### config.mk
export PLATFORM = sky130hd
export DESIGN_NAME = serial_adder
export DESIGN_NICKNAME = d
export VERILOG_FILES = /design/src/rtl/serial_adder.sv
export SDC_FILE = /design/constraint.sdc
export NUM_CORES = 1
export LEC_CHECK = 0
export ABC_AREA = 1
export CORE_ASPECT_RATIO = 0.75
export CORE_MARGIN = 3
export CORE_UTILIZATION = 47
export DETAILED_ROUTE_END_ITERATION = 16
export PLACE_DENSITY_LB_ADDON = 0.25
export SYNTH_ARGS = -nofsm -noshare
export SYNTH_HDL_FRONTEND = slang
export SYNTH_SLANG_ARGS = --single-unit
### constraint.sdc
create_clock -name clk -period 2.5 [get_ports clk]
set_clock_uncertainty 0.1 [all_clocks]
set_input_delay 0.5 -clock clk [delete_from_list [all_inputs] [get_ports clk]]
set_output_delay 0.5 -clock clk [all_outputs]
set_load 0.02 [all_outputs]
### src/rtl/serial_adder.sv
// Bit-serial adder: {co,s} = a + b + c, one bit per clock, LSB first.
// A start accepted in IDLE loads the operands; WIDTH edges later s/co update
// and done pulses for one cycle. s/co hold the last completed result.
module serial_adder #(
    parameter int WIDTH = 4
) (
    input  logic             clk,
    input  logic             rst_n,
    input  logic             start,
    input  logic [WIDTH-1:0] a,
    input  logic [WIDTH-1:0] b,
    input  logic             c,
    output logic [WIDTH-1:0] s,
    output logic             co,
    output logic             busy,
    output logic             done
);

    localparam int            CW   = $clog2(WIDTH) + 1;
    localparam logic [CW-1:0] LAST = CW'(WIDTH - 1);

    typedef enum logic {
        IDLE  = 1'b0,
        SHIFT = 1'b1
    } state_t;

    state_t           state_q, state_d;
    logic [WIDTH-1:0] ra_q, ra_d;
    logic [WIDTH-1:0] rb_q, rb_d;
    logic [WIDTH-1:0] acc_q, acc_d;
    logic [WIDTH-1:0] s_q, s_d;
    logic [CW-1:0]    cnt_q, cnt_d;
    logic             cy_q, cy_d;
    logic             co_q, co_d;
    logic             busy_q, busy_d;
    logic             done_q, done_d;

    // Full-adder slice operating on the current LSBs.
    logic             sum_bit;
    logic             cy_nxt;
    logic [WIDTH-1:0] acc_shift;

    assign sum_bit   = ra_q[0] ^ rb_q[0] ^ cy_q;
    assign cy_nxt    = (ra_q[0] & rb_q[0]) | (cy_q & (ra_q[0] ^ rb_q[0]));
    // Shift right with the new sum bit entering at the MSB.
    assign acc_shift = WIDTH'({sum_bit, acc_q} >> 1);

    // Next-state and datapath: load on accept, shift while in SHIFT.
    always_comb begin
        state_d = state_q;
        ra_d    = ra_q;
        rb_d    = rb_q;
        acc_d   = acc_q;
        s_d     = s_q;
        cnt_d   = cnt_q;
        cy_d    = cy_q;
        co_d    = co_q;
        busy_d  = busy_q;
        done_d  = 1'b0;

        unique case (state_q)
            IDLE: begin
                if (start) begin
                    ra_d    = a;
                    rb_d    = b;
                    cy_d    = c;
                    cnt_d   = '0;
                    busy_d  = 1'b1;
                    state_d = SHIFT;
                end
            end
            SHIFT: begin
                ra_d  = ra_q >> 1;
                rb_d  = rb_q >> 1;
                cy_d  = cy_nxt;
                acc_d = acc_shift;
                cnt_d = cnt_q + CW'(1);
                if (cnt_q == LAST) begin
                    s_d     = acc_shift;
                    co_d    = cy_nxt;
                    done_d  = 1'b1;
                    busy_d  = 1'b0;
                    state_d = IDLE;
                end
            end
            default: state_d = IDLE;
        endcase
    end

    // State and datapath registers; reset aborts any operation in flight.
    always_ff @(posedge clk or negedge rst_n) begin
        if (!rst_n) begin
            state_q <= IDLE;
            ra_q    <= '0;
            rb_q    <= '0;
            acc_q   <= '0;
            s_q     <= '0;
            cnt_q   <= '0;
            cy_q    <= 1'b0;
            co_q    <= 1'b0;
            busy_q  <= 1'b0;
            done_q  <= 1'b0;
        end else begin
            state_q <= state_d;
            ra_q    <= ra_d;
            rb_q    <= rb_d;
            acc_q   <= acc_d;
            s_q     <= s_d;
            cnt_q   <= cnt_d;
            cy_q    <= cy_d;
            co_q    <= co_d;
            busy_q  <= busy_d;
            done_q  <= done_d;
        end
    end

    assign s    = s_q;
    assign co   = co_q;
    assign busy = busy_q;
    assign done = done_q;

endmodule

==> tab_implementation.tex, run 1 <==
\begin{tabular}{lr}
\hline
Metric & Value \\
\hline
\multicolumn{2}{l}{\textbf{Clocking}} \\
\quad Setup fix buffers added after clock tree synthesis & 0 \\
\quad Number of buffers added by the clock tree synthesis step & 3 \\
\quad Post-CTS sizing & 0 \\
\quad Maximum clock path buffer count & 2 \\
\quad Clock edge transition at the registers on the reported setup and hold paths & 0.12 ns \\
\quad Clk Tree Root Cell & clkbuf\_4 \\
\quad Number of buffers inserted for hold repair after clock tree synthesis & 0 \\
\quad Clock latency on the worst-skew pair & 0.30 ns \\
\quad Clock tree from TritonCTS & yes \\
\quad Number of levels in the clock H-tree & 1 \\
\quad Number of clock sinks seen by CTS & 23 \\
\multicolumn{2}{l}{\textbf{Setup path}} \\
\quad Type of the worst setup path & reg -> out \\
\quad Slowest cell on the critical path & clkdlybuf4s50\_1 \\
\quad Endpoint of the worst-slack reg-to-reg timing path & cy\_q \\
\quad Startpoint of the lowest-slack register-to-register path & state\_q \\
\quad Crit-path cells & clkdlybuf4s50\_1 \\
\quad Launch point of the critical path & co \\
\quad Largest stage delay on the critical path & 0.62 ns \\
\quad Kind of cell adding the most delay to the critical path & buffers and inverters \\
\quad Reg2reg setup slack & 1.04 ns \\
\quad Sort of element at the start of the critical path & register \\
\quad Maximum fanout count along the critical path & 2 \\
\quad Endpoint kind of the worst setup timing path & primary output \\
\quad Worst path arrival time & 1.29 ns \\
\quad Required time of the worst setup path & 1.90 ns \\
\quad Buffering stage count on the worst path with inverters included & 1 \\
\quad Cells on worst reg2reg path & 3 \\
\multicolumn{2}{l}{\textbf{Floorplanning}} \\
\quad Count of pins on the block boundary & 19 \\
\quad Die width & 59.3 um \\
\quad Die Y-Extent & 46.0 um \\
\quad Core Area & 0.00187 mm2 \\
\quad Initial Utilization & 0.535 \\
\quad Die footprint & 0.00273 mm2 \\
\quad Std-Cell Rows & 13 \\
\multicolumn{2}{l}{\textbf{Layout}} \\
\quad Non-Filler Instances & 144 \\
\quad Final standard cell utilization of the core & 0.639 \\
\quad Combined flip-flop and latch cell area & 576 um2 \\
\quad Net total in the final layout & 139 \\
\quad Area taken by multi-input logic gates & 350 um2 \\
\quad Share of final-layout standard cells stronger than drive strength 1 & 0.0656 \\
\quad Post-route cell area & 0.00119 mm2 \\
\quad ANT cells & 0 \\
\quad Number of fill cells & 163 \\
\quad Syn-to-layout area delta & 19.4\% \\
\multicolumn{2}{l}{\textbf{Pwr}} \\
\quad Static Leak & 0.589 nW \\
\quad Net switching power of the design & 0.495 mW \\
\quad Total design power & 1.30 mW \\
\quad Part of the power in the clock network & 0.129 \\
\quad Cell-internal power & 0.800 mW \\
\quad Power density cells & 1080 mW/mm2 \\
\quad Net switching fraction of the power & 0.382 \\
\quad Combinational power share & 0.378 \\
\quad Reg power frac & 0.493 \\
\quad Worst-case vdd ir drop & 798 uV \\
\multicolumn{2}{l}{\textbf{Routing}} \\
\quad Total wire length after detailed routing & 1640 um \\
\quad DRC violation count after routing & 0 \\
\quad Total routed wire length on the met1 layer & 740 um \\
\quad Final antenna-violating net count & 0 \\
\quad Detail-routed net length per standard cell & 11.4 um \\
\quad Met3 wire len & 105 um \\
\quad DRT iter0 DRCs & 36 \\
\quad Uppermost routed layer & met4 \\
\quad Vias & 709 \\
\quad Via density & 4.92 \\
\quad TritonRoute pass-1 iters & 4 \\
\quad Met2 WL & 776 um \\
\multicolumn{2}{l}{\textbf{Logic synthesis}} \\
\quad Fraction of registers with async set or reset after synthesis & 1.00 \\
\quad Top-count cell post-synth & nand2\_1 \\
\quad Avg Inst Size Synth & 9.62 um2 \\
\quad Yosys synthesis warning count & 0 \\
\quad Ranking of synthesized cells by area & dfrtp\_1 (57\%), nand2\_1 (14\%), nand3\_1 (8.0\%), ha\_1 (3.8\%), o21ai\_0 (3.5\%) \\
\quad Top-area cell type share of the netlist area & 0.575 \\
\quad Net count after synthesis & 120 \\
\quad Count of distinct cell types in the synthesized netlist & 15 \\
\quad Sequential cell area fraction in the yosys report & 0.575 \\
\quad Netlist area before placement & 0.00100 mm2 \\
\quad Synthesized flop and latch total & 23 \\
\quad Count of flip-flops with a built-in enable after synthesis & 0 \\
\quad Cell taking the most area after synthesis & dfrtp\_1 \\
\quad Synth Instances & 104 \\
\quad Most used flip-flop cell after synthesis & dfrtp\_1 \\
\quad Top post-synthesis cells by count & nand2\_1 (37), dfrtp\_1 (23), nand3\_1 (16) \\
\multicolumn{2}{l}{\textbf{Outcome}} \\
\quad Run status & finished, final reports clean \\
\multicolumn{2}{l}{\textbf{STA}} \\
\quad Final WS setup & 0.607 ns \\
\quad Final count of negative-setup-slack endpoints & 0 \\
\quad Measured slew at the worst slew-check pin & 0.663 ns \\
\quad Relative max-transition margin & 0.558 \\
\quad Unrepaired setup endpoints after global routing & no \\
\quad Portion of the clock cycle consumed by the worst path in the final layout & 0.757 \\
\quad Final hold viol count & 0 \\
\quad Final count of pins violating max slew & 0 \\
\quad Final total negative setup slack & 0 ns \\
\quad Upper clock frequency limit & 0.528 GHz \\
\quad Fin crit period & 1.89 ns \\
\quad Worst Hold Slack & 0.385 ns \\
\multicolumn{2}{l}{\textbf{Global route}} \\
\quad Antenna violations before repair & 0 \\
\quad Total grt overflow & 0 \\
\quad Vias in the first global route & 634 \\
\quad Global router's overall resource usage & 0.145 \\
\quad Largest net degree at the start of global routing & 24 \\
\quad Global-route wire length before repair & 2820 um \\
\multicolumn{2}{l}{\textbf{Place}} \\
\quad Detailed Place HPWL & 1200 um \\
\quad Placed cell count & 140 \\
\quad Count of buffers inserted at the top-level ports & 18 \\
\quad Setup slack at placement & 0.673 ns \\
\quad Dpl cell area & 0.00117 mm2 \\
\quad Final RePlAce weighted congestion & 0.717 \\
\multicolumn{2}{l}{\textbf{Min path}} \\
\quad Min-delay worst type & reg -> reg \\
\quad Instance count along the most critical hold path & 1 \\
\quad Start point of the worst hold path & cnt\_q[0] \\
\quad Worst Hold Path EP & cnt\_q[0] \\
\multicolumn{2}{l}{\textbf{Run}} \\
\quad Total of max-cap violations & 0 \\
\hline
\end{tabular}
[cells in the final DEF, fill, tap and decap left out]
cell / count
ha_1: 3
nand2_4: 1
inv_2: 1
o21ai_1: 1
nor2_1: 1
buf_4: 1
clkbuf_4: 3
nand2_1: 37
clkinv_2: 1
a21boi_0: 1
inv_1: 6
clkdlybuf4s50_1: 18
dfrtp_1: 23
nand3_1: 16
fa_1: 1
o21ai_0: 7
nor2_4: 1
[cells by family (layout without fill, tap and decap cells)]
logic type                 count (synthesis)  in the layout  share of synthesized area
adders and majority gates                  4              4                     0.0575
AOI/OAI and AO/OA                          9              9                     0.0475
and+or+nand+nor                           56             56                      0.245
buffers and inverters                     12             30                     0.0750
DFF                                       23             23                      0.575
[power groups by stage]
stage	registers (mW)	clock network, mW	logic [mW]
floorplan	0.653	0	0.344
global placement	0.643	0	0.477
detailed placement	0.649	0	0.497
CTS	0.641	0.176	0.498
global route	0.665	0.188	0.560
finish	0.639	0.167	0.490
[sequential cells by signal, summed over array words and instances, names as in the netlist]
register	flops
acc_q	3
busy	1
cnt_q	3
co	1
cy_q	1
done	1
ra_q	4
rb_q	4
s	4
state_q	1
[per-layer routing]
layer / global-route usage / vias to the layer above
li1: - / 369
met1: 0.174 / 323
met2: 0.242 / 15
met3: 0.0595 / 2
met4: 0.0407 / 0
met5: 0 / -
[worst max path at each step]
stage / endpoint / slack (ns) / depth (start not counted)
floorplan: s[3] / 1.24 / 6
global placement: cnt_q[0] / 0.71 / 4
detailed placement: cnt_q[2] / 0.67 / 4
CTS: co / 0.58 / 1
global route: s[1] / 0.55 / 1
finish: co / 0.61 / 1
[layout make-up]
cell class / instances / area share
Clock buffer: 3 / 0.0188
Clock inverter: 1 / 0.00419
Inverter: 7 / 0.0220
Multi-Input combinational cell: 69 / 0.293
Sequential cell: 23 / 0.482
Tap cell: 22 / 0.0230
Timing Repair Buffer: 19 / 0.157
Note: power is estimated with default switching activity, not from simulation.
==> run 2: changes to the inputs <==
clock period = 1.8 ns   (was 2.5 ns; I/O delays follow)
==> run 2 against run 1 <==
Hold slack worse by 0.097 ns; global-route usage is 0.16 points higher; sequential power is 35% higher; largest power group unchanged.
==> tab_implementation.tex, run 2 (synthesized netlist as in run 1, its figures left out) <==
\begin{tabular}{lr}
\hline
Metric & Value \\
\hline
\multicolumn{2}{l}{\textbf{Outcome}} \\
\quad Run status & finished, final reports clean (unchanged) \\
\multicolumn{2}{l}{\textbf{Layout}} \\
\quad Syn-to-layout area delta & 21.6\% (was 19.4\%) \\
\quad ANT cells & 0 (unchanged) \\
\quad Post-route cell area & 0.00122 mm2 (was 0.00119 mm2) \\
\quad Non-Filler Instances & 146 (was 144) \\
\quad Most frequent standard cell in the layout excluding fill and tap cells & nand2\_1 (unchanged) \\
\quad Net total in the final layout & 141 (was 139) \\
\quad Share of final-layout standard cells stronger than drive strength 1 & 0.0806 (was 0.0656) \\
\quad Leading cell types in the layout, fill and taps excluded & nand2\_1 (37), dfrtp\_1 (23), nand3\_1 (16) (was nand2\_1 (37), dfrtp\_1 (23), clkdlybuf4s50\_1 (18)) \\
\quad Number of fill cells & 166 (was 163) \\
\multicolumn{2}{l}{\textbf{Routing}} \\
\quad Detail-routed net length per standard cell & 11.3 um (was 11.4 um) \\
\quad DRT iter0 DRCs & 25 (was 36) \\
\quad DRC violation count after routing & 0 (unchanged) \\
\quad Total wire length after detailed routing & 1650 um (was 1640 um) \\
\quad Final antenna-violating net count & 0 (unchanged) \\
\quad Via density & 4.95 (was 4.92) \\
\quad TritonRoute pass-1 iters & 4 (unchanged) \\
\quad Vias & 723 (was 709) \\
\multicolumn{2}{l}{\textbf{Floorplanning}} \\
\quad Core Area & 0.00187 mm2 (unchanged) \\
\quad Initial Utilization & 0.535 (unchanged) \\
\quad Die width & 59.3 um (unchanged) \\
\quad Die footprint & 0.00273 mm2 (unchanged) \\
\quad Count of pins on the block boundary & 19 (unchanged) \\
\quad Die Y-Extent & 46.0 um (unchanged) \\
\quad Std-Cell Rows & 13 (unchanged) \\
\multicolumn{2}{l}{\textbf{Min path}} \\
\quad Min-delay worst type & in -> async (was reg -> reg) \\
\multicolumn{2}{l}{\textbf{STA}} \\
\quad Final count of pins violating max slew & 0 (unchanged) \\
\quad Portion of the clock cycle consumed by the worst path in the final layout & 0.965 \\
\quad Final WS setup & 0.0621 ns (was 0.607 ns) \\
\quad Final total negative setup slack & 0 ns (unchanged) \\
\quad Unrepaired setup endpoints after global routing & no (unchanged) \\
\quad Fin crit period & 1.74 ns \\
\quad Upper clock frequency limit & 0.575 GHz \\
\quad Relative max-transition margin & 0.728 (was 0.558) \\
\quad Measured slew at the worst slew-check pin & 0.409 ns (was 0.663 ns) \\
\quad Final hold viol count & 0 (unchanged) \\
\quad Final count of negative-setup-slack endpoints & 0 (unchanged) \\
\multicolumn{2}{l}{\textbf{Pwr}} \\
\quad Power density cells & 1490 mW/mm2 (was 1080 mW/mm2) \\
\quad Static Leak & 0.642 nW (was 0.589 nW) \\
\quad Worst-case vdd ir drop & 896 uV (was 798 uV) \\
\quad Total design power & 1.81 mW (was 1.30 mW) \\
\multicolumn{2}{l}{\textbf{Clocking}} \\
\quad Clk Tree Root Cell & clkbuf\_4 (unchanged) \\
\quad Setup fix buffers added after clock tree synthesis & 0 (unchanged) \\
\quad Clock edge transition at the registers on the reported setup and hold paths & 0.12 ns (about the same) \\
\quad Number of buffers added by the clock tree synthesis step & 3 (unchanged) \\
\quad Maximum clock path buffer count & 2 (unchanged) \\
\quad Number of buffers inserted for hold repair after clock tree synthesis & 0 (unchanged) \\
\quad Clock latency on the worst-skew pair & 0.31 ns (was 0.30 ns) \\
\quad Number of levels in the clock H-tree & 1 (unchanged) \\
\quad Clock tree from TritonCTS & yes (unchanged) \\
\quad Number of clock sinks seen by CTS & 23 (unchanged) \\
\quad Post-CTS sizing & 0 (unchanged) \\
\multicolumn{2}{l}{\textbf{Setup path}} \\
\quad Largest stage delay on the critical path & 0.60 ns (was 0.62 ns) \\
\quad Cells on worst reg2reg path & 6 (was 3) \\
\quad Crit-path cells & clkdlybuf4s50\_1 (unchanged) \\
\quad Launch point of the critical path & co (unchanged) \\
\quad Buffering stage count on the worst path with inverters included & 1 (unchanged) \\
\quad Endpoint of the worst-slack reg-to-reg timing path & s[3] (was cy\_q) \\
\quad Reg2reg setup slack & 0.43 ns (was 1.04 ns) \\
\quad Endpoint kind of the worst setup timing path & primary output (unchanged) \\
\quad Required time of the worst setup path & 1.34 ns (was 1.90 ns) \\
\quad Worst path arrival time & 1.28 ns (was 1.29 ns) \\
\quad Type of the worst setup path & reg -> out (unchanged) \\
\quad Startpoint of the lowest-slack register-to-register path & cnt\_q[0] (was state\_q) \\
\quad Sort of element at the start of the critical path & register (unchanged) \\
\quad Worst Setup EP & co (unchanged) \\
\quad Kind of cell adding the most delay to the critical path & buffers and inverters (unchanged) \\
\quad Maximum fanout count along the critical path & 2 (unchanged) \\
\quad Instance count on the critical path & 1 (unchanged) \\
\quad Slowest cell on the critical path & clkdlybuf4s50\_1 (unchanged) \\
\multicolumn{2}{l}{\textbf{Place}} \\
\quad Placed cell count & 142 (was 140) \\
\quad Final RePlAce weighted congestion & 0.731 (was 0.717) \\
\quad Detailed Place HPWL & 1160 um (was 1200 um) \\
\quad Count of buffers inserted at the top-level ports & 18 (unchanged) \\
\quad Dpl cell area & 0.00118 mm2 (was 0.00117 mm2) \\
\quad Setup slack at placement & 0.313 ns (was 0.673 ns) \\
\multicolumn{2}{l}{\textbf{Global route}} \\
\quad Largest net degree at the start of global routing & 24 (unchanged) \\
\quad Global router's overall resource usage & 0.147 (was 0.145) \\
\quad Global-route wire length before repair & 2960 um (was 2820 um) \\
\quad Total grt overflow & 0 (unchanged) \\
\quad Vias in the first global route & 717 (was 634) \\
\quad Antenna violations before repair & 0 (unchanged) \\
\multicolumn{2}{l}{\textbf{Run}} \\
\quad Total of max-cap violations & 0 (unchanged) \\
\hline
\end{tabular}
## run 2: cell types whose count changed in the layout (fill, tap and decap cells not counted), sizes merged
cell / before / now
buf: 1 / 3
clkdlybuf4s50: 18 / 15
dlymetal6s2s: 0 / 3
## run 2: per-stage QoR
stage	hold slack (ns)	utilization
after global routing	0.295	0.651
after detailed placement	0.363	0.632
after global placement	0.357	0.632
after floorplan	-0.0356	-
final	0.288	0.651
after CTS	0.292	0.647
## run 2: layout make-up
type | count | area (um2) | area share
sequential | 23 | 576 | 0.473
multi-input combinational | 69 | 350 | 0.288
inverter | 7 | 26.3 | 0.0216
tap | 22 | 27.5 | 0.0226
clock inverter | 1 | 5.00 | 0.00411
clock buffer | 3 | 22.5 | 0.0185
timing repair buffer | 21 | 210 | 0.173
## run 2: how the worst min path moves through the flow
| stage | endpoint | slack (ns) | cells past startpoint |
|---|---|---|---|
| 2_1_floorplan | acc_q[1] | -0.04 | 0 |
| 3_3_place_gp | ra_q[3] | 0.36 | 2 |
| 3_5_place_dp | ra_q[3] | 0.36 | 2 |
| 4_1_cts | s[0] | 0.29 | 2 |
| 5_1_grt | s[0] | 0.30 | 2 |
| 6_report | s[0] | 0.29 | 2 |
## run 2: power breakdown
group	leakage, nW	total [mW]	internal (mW)	switching, mW
Clock	0.0177	0.234	0.0830	0.151
Sequential	0.297	0.862	0.721	0.141
Combinational	0.327	0.713	0.315	0.398
## run 2: routing by layer
layer | vias up | share of wire | global-route usage
met4 | 0 | 0 | 0.0362
met5 | - | 0 | 0
met2 | 20 | 0.45 | 0.251
met3 | 0 | 0.074 | 0.0510
met1 | 334 | 0.48 | 0.179
li1 | 369 | - | -
==> run 3: changes to the inputs <==
REMOVE_ABC_BUFFERS = 1   (was unset)
==> run 3 against run 2 <==
Wire length grew 2.2%; total power grew 0.49%; cell count unchanged; flip-flop and latch count did not move; largest cell class unchanged; largest power group unchanged; critical path depth did not move; critical endpoint is now s[3]; global-route usage grew 0.17 points; die area unchanged; sequential share of layout area rose by 0.24 points; combinational power fell by 0.8%; first-iteration DRC count stayed put; clock-buffer cell count grew 1.
==> tab_implementation.tex, run 3 (synthesized netlist as in run 1, its figures left out) <==
\begin{tabular}{lr}
\hline
Metric & Value \\
\hline
\multicolumn{2}{l}{\textbf{Global route}} \\
\quad Global-route wire length before repair & 2960 um (unchanged) \\
\quad Total grt overflow & 0 (unchanged) \\
\quad Global router's overall resource usage & 0.148 (was 0.147) \\
\quad Antenna violations before repair & 0 (unchanged) \\
\quad Vias in the first global route & 720 (was 717) \\
\quad Largest net degree at the start of global routing & 24 (unchanged) \\
\multicolumn{2}{l}{\textbf{Floorplanning}} \\
\quad Core Area & 0.00187 mm2 (unchanged) \\
\quad Initial Utilization & 0.535 (unchanged) \\
\quad Die Y-Extent & 46.0 um (unchanged) \\
\quad Die footprint & 0.00273 mm2 (unchanged) \\
\quad Count of pins on the block boundary & 19 (unchanged) \\
\quad Std-Cell Rows & 13 (unchanged) \\
\quad Die width & 59.3 um (unchanged) \\
\multicolumn{2}{l}{\textbf{Pwr}} \\
\quad Reg power frac & 0.483 (was 0.477) \\
\quad Net switching power of the design & 0.691 mW (was 0.690 mW) \\
\quad Cell-internal power & 1.13 mW (was 1.12 mW) \\
\quad Static Leak & 0.607 nW (was 0.642 nW) \\
\quad Worst-case vdd ir drop & 964 uV (was 896 uV) \\
\quad Total design power & 1.82 mW (was 1.81 mW) \\
\quad Net switching fraction of the power & 0.380 (was 0.381) \\
\quad Power density cells & 1500 mW/mm2 (was 1490 mW/mm2) \\
\quad Combinational power share & 0.389 (was 0.394) \\
\quad Part of the power in the clock network & 0.128 (was 0.129) \\
\multicolumn{2}{l}{\textbf{Layout}} \\
\quad Final standard cell utilization of the core & 0.647 (was 0.651) \\
\quad ANT cells & 0 (unchanged) \\
\quad Most frequent standard cell in the layout excluding fill and tap cells & nand2\_1 (unchanged) \\
\quad Area taken by multi-input logic gates & 350 um2 (unchanged) \\
\quad Post-route cell area & 0.00121 mm2 (was 0.00122 mm2) \\
\quad Share of final-layout standard cells stronger than drive strength 1 & 0.0726 (was 0.0806) \\
\quad Combined flip-flop and latch cell area & 576 um2 (unchanged) \\
\quad Net total in the final layout & 141 (unchanged) \\
\quad Syn-to-layout area delta & 21.0\% (was 21.6\%) \\
\quad Non-Filler Instances & 146 (unchanged) \\
\quad Number of fill cells & 165 (was 166) \\
\quad Leading cell types in the layout, fill and taps excluded & nand2\_1 (37), dfrtp\_1 (23), clkdlybuf4s50\_1 (17) (was nand2\_1 (37), dfrtp\_1 (23), nand3\_1 (16)) \\
\multicolumn{2}{l}{\textbf{Setup path}} \\
\quad Startpoint of the lowest-slack register-to-register path & cnt\_q[0] (unchanged) \\
\quad Maximum fanout count along the critical path & 2 (unchanged) \\
\quad Sort of element at the start of the critical path & register (unchanged) \\
\quad Launch point of the critical path & s[3] (was co) \\
\quad Endpoint kind of the worst setup timing path & primary output (unchanged) \\
\quad Type of the worst setup path & reg -> out (unchanged) \\
\quad Kind of cell adding the most delay to the critical path & buffers and inverters (unchanged) \\
\quad Worst path arrival time & 1.27 ns (was 1.28 ns) \\
\quad Largest stage delay on the critical path & 0.60 ns (about the same) \\
\quad Required time of the worst setup path & 1.34 ns (about the same) \\
\quad Crit-path cells & clkdlybuf4s50\_1 (unchanged) \\
\quad Slowest cell on the critical path & clkdlybuf4s50\_1 (unchanged) \\
\quad Buffering stage count on the worst path with inverters included & 1 (unchanged) \\
\multicolumn{2}{l}{\textbf{Routing}} \\
\quad Final antenna-violating net count & 0 (unchanged) \\
\quad Via density & 5.07 (was 4.95) \\
\quad TritonRoute pass-1 iters & 4 (unchanged) \\
\quad Detail-routed net length per standard cell & 11.5 um (was 11.3 um) \\
\quad DRT iter0 DRCs & 25 (unchanged) \\
\quad Total wire length after detailed routing & 1680 um (was 1650 um) \\
\quad Vias & 740 (was 723) \\
\quad DRC violation count after routing & 0 (unchanged) \\
\multicolumn{2}{l}{\textbf{Place}} \\
\quad Dpl cell area & 0.00118 mm2 (unchanged) \\
\quad Final RePlAce weighted congestion & 0.738 (was 0.731) \\
\quad Count of buffers inserted at the top-level ports & 18 (unchanged) \\
\quad Detailed Place HPWL & 1220 um (was 1160 um) \\
\quad Placed cell count & 142 (unchanged) \\
\quad Setup slack at placement & 0.307 ns (was 0.313 ns) \\
\multicolumn{2}{l}{\textbf{Clocking}} \\
\quad Clock latency on the worst-skew pair & 0.31 ns (about the same) \\
\quad Post-CTS sizing & 0 (unchanged) \\
\quad Setup fix buffers added after clock tree synthesis & 0 (unchanged) \\
\quad Number of buffers added by the clock tree synthesis step & 3 (unchanged) \\
\quad Clock tree from TritonCTS & yes (unchanged) \\
\quad Clk Tree Root Cell & clkbuf\_4 (unchanged) \\
\quad Number of levels in the clock H-tree & 1 (unchanged) \\
\quad Maximum clock path buffer count & 2 (unchanged) \\
\quad Clock edge transition at the registers on the reported setup and hold paths & 0.12 ns (about the same) \\
\quad Number of clock sinks seen by CTS & 23 (unchanged) \\
\quad Number of buffers inserted for hold repair after clock tree synthesis & 0 (unchanged) \\
\multicolumn{2}{l}{\textbf{STA}} \\
\quad Final count of negative-setup-slack endpoints & 0 (unchanged) \\
\quad Final WS setup & 0.0677 ns (was 0.0621 ns) \\
\quad Final total negative setup slack & 0 ns (unchanged) \\
\quad Upper clock frequency limit & 0.577 GHz (was 0.575 GHz) \\
\quad Worst Hold Slack & 0.292 ns (was 0.288 ns) \\
\quad Final hold viol count & 0 (unchanged) \\
\quad Fin crit period & 1.73 ns (was 1.74 ns) \\
\quad Measured slew at the worst slew-check pin & 0.556 ns (was 0.409 ns) \\
\quad Unrepaired setup endpoints after global routing & no (unchanged) \\
\quad Relative max-transition margin & 0.629 (was 0.728) \\
\quad Final count of pins violating max slew & 0 (unchanged) \\
\quad Portion of the clock cycle consumed by the worst path in the final layout & 0.962 (was 0.965) \\
\multicolumn{2}{l}{\textbf{Min path}} \\
\quad Min-delay worst type & in -> async (unchanged) \\
\multicolumn{2}{l}{\textbf{Run}} \\
\quad Total of max-cap violations & 0 (unchanged) \\
\multicolumn{2}{l}{\textbf{Outcome}} \\
\quad Run status & finished, final reports clean (unchanged) \\
\hline
\end{tabular}
[run 3: worst register-to-register path, delay by kind of cell (launching register included)]
kind | cells | cell delay, ns
flops | 1 | 0.42
fa+ha+maj | 2 | 0.44
simple gates | 3 | 0.22
buf+inv | 1 | 0.09
[run 3: layer usage]
metal	up-vias	part of all wire	track usage
li1	367	-	-
met1	346	0.46	0.178
met2	25	0.44	0.255
met3	2	0.087	0.0510
met4	0	0.0059	0.0407
met5	-	0	0
[run 3: path summary, 6_finish.rpt]
| kind | endpoint | cells after the start | slack (ns) |
|---|---|---|---|
| worst max-delay path | s[3] | 1 | 0.07 |
| max in group asynchronous | s[1] | 2 | 1.08 |
| worst min register to register | cnt_q[0] | 1 | 0.38 |
| worst min-delay path | rb_q[3] | 2 | 0.29 |
| min in group clk | cnt_q[0] | 1 | 0.38 |
| worst max register to register | co | 6 | 0.44 |
[run 3: area by class of cell]
cell class | count | share of cell area
multi-input cells | 69 | 0.289
flip-flops and latches | 23 | 0.475
well taps | 22 | 0.0227
clock buffers | 4 | 0.0217
inverters | 7 | 0.0217
repair buffers | 21 | 0.169
[run 3: power groups by stage]
stage	clock network, mW	logic (mW)	registers [mW]
floorplan	0	0.356	0.948
detailed placement	0	0.720	0.890
CTS	0.242	0.722	0.880
finish	0.232	0.707	0.879
global route	0.259	0.812	0.912
global placement	0	0.695	0.883
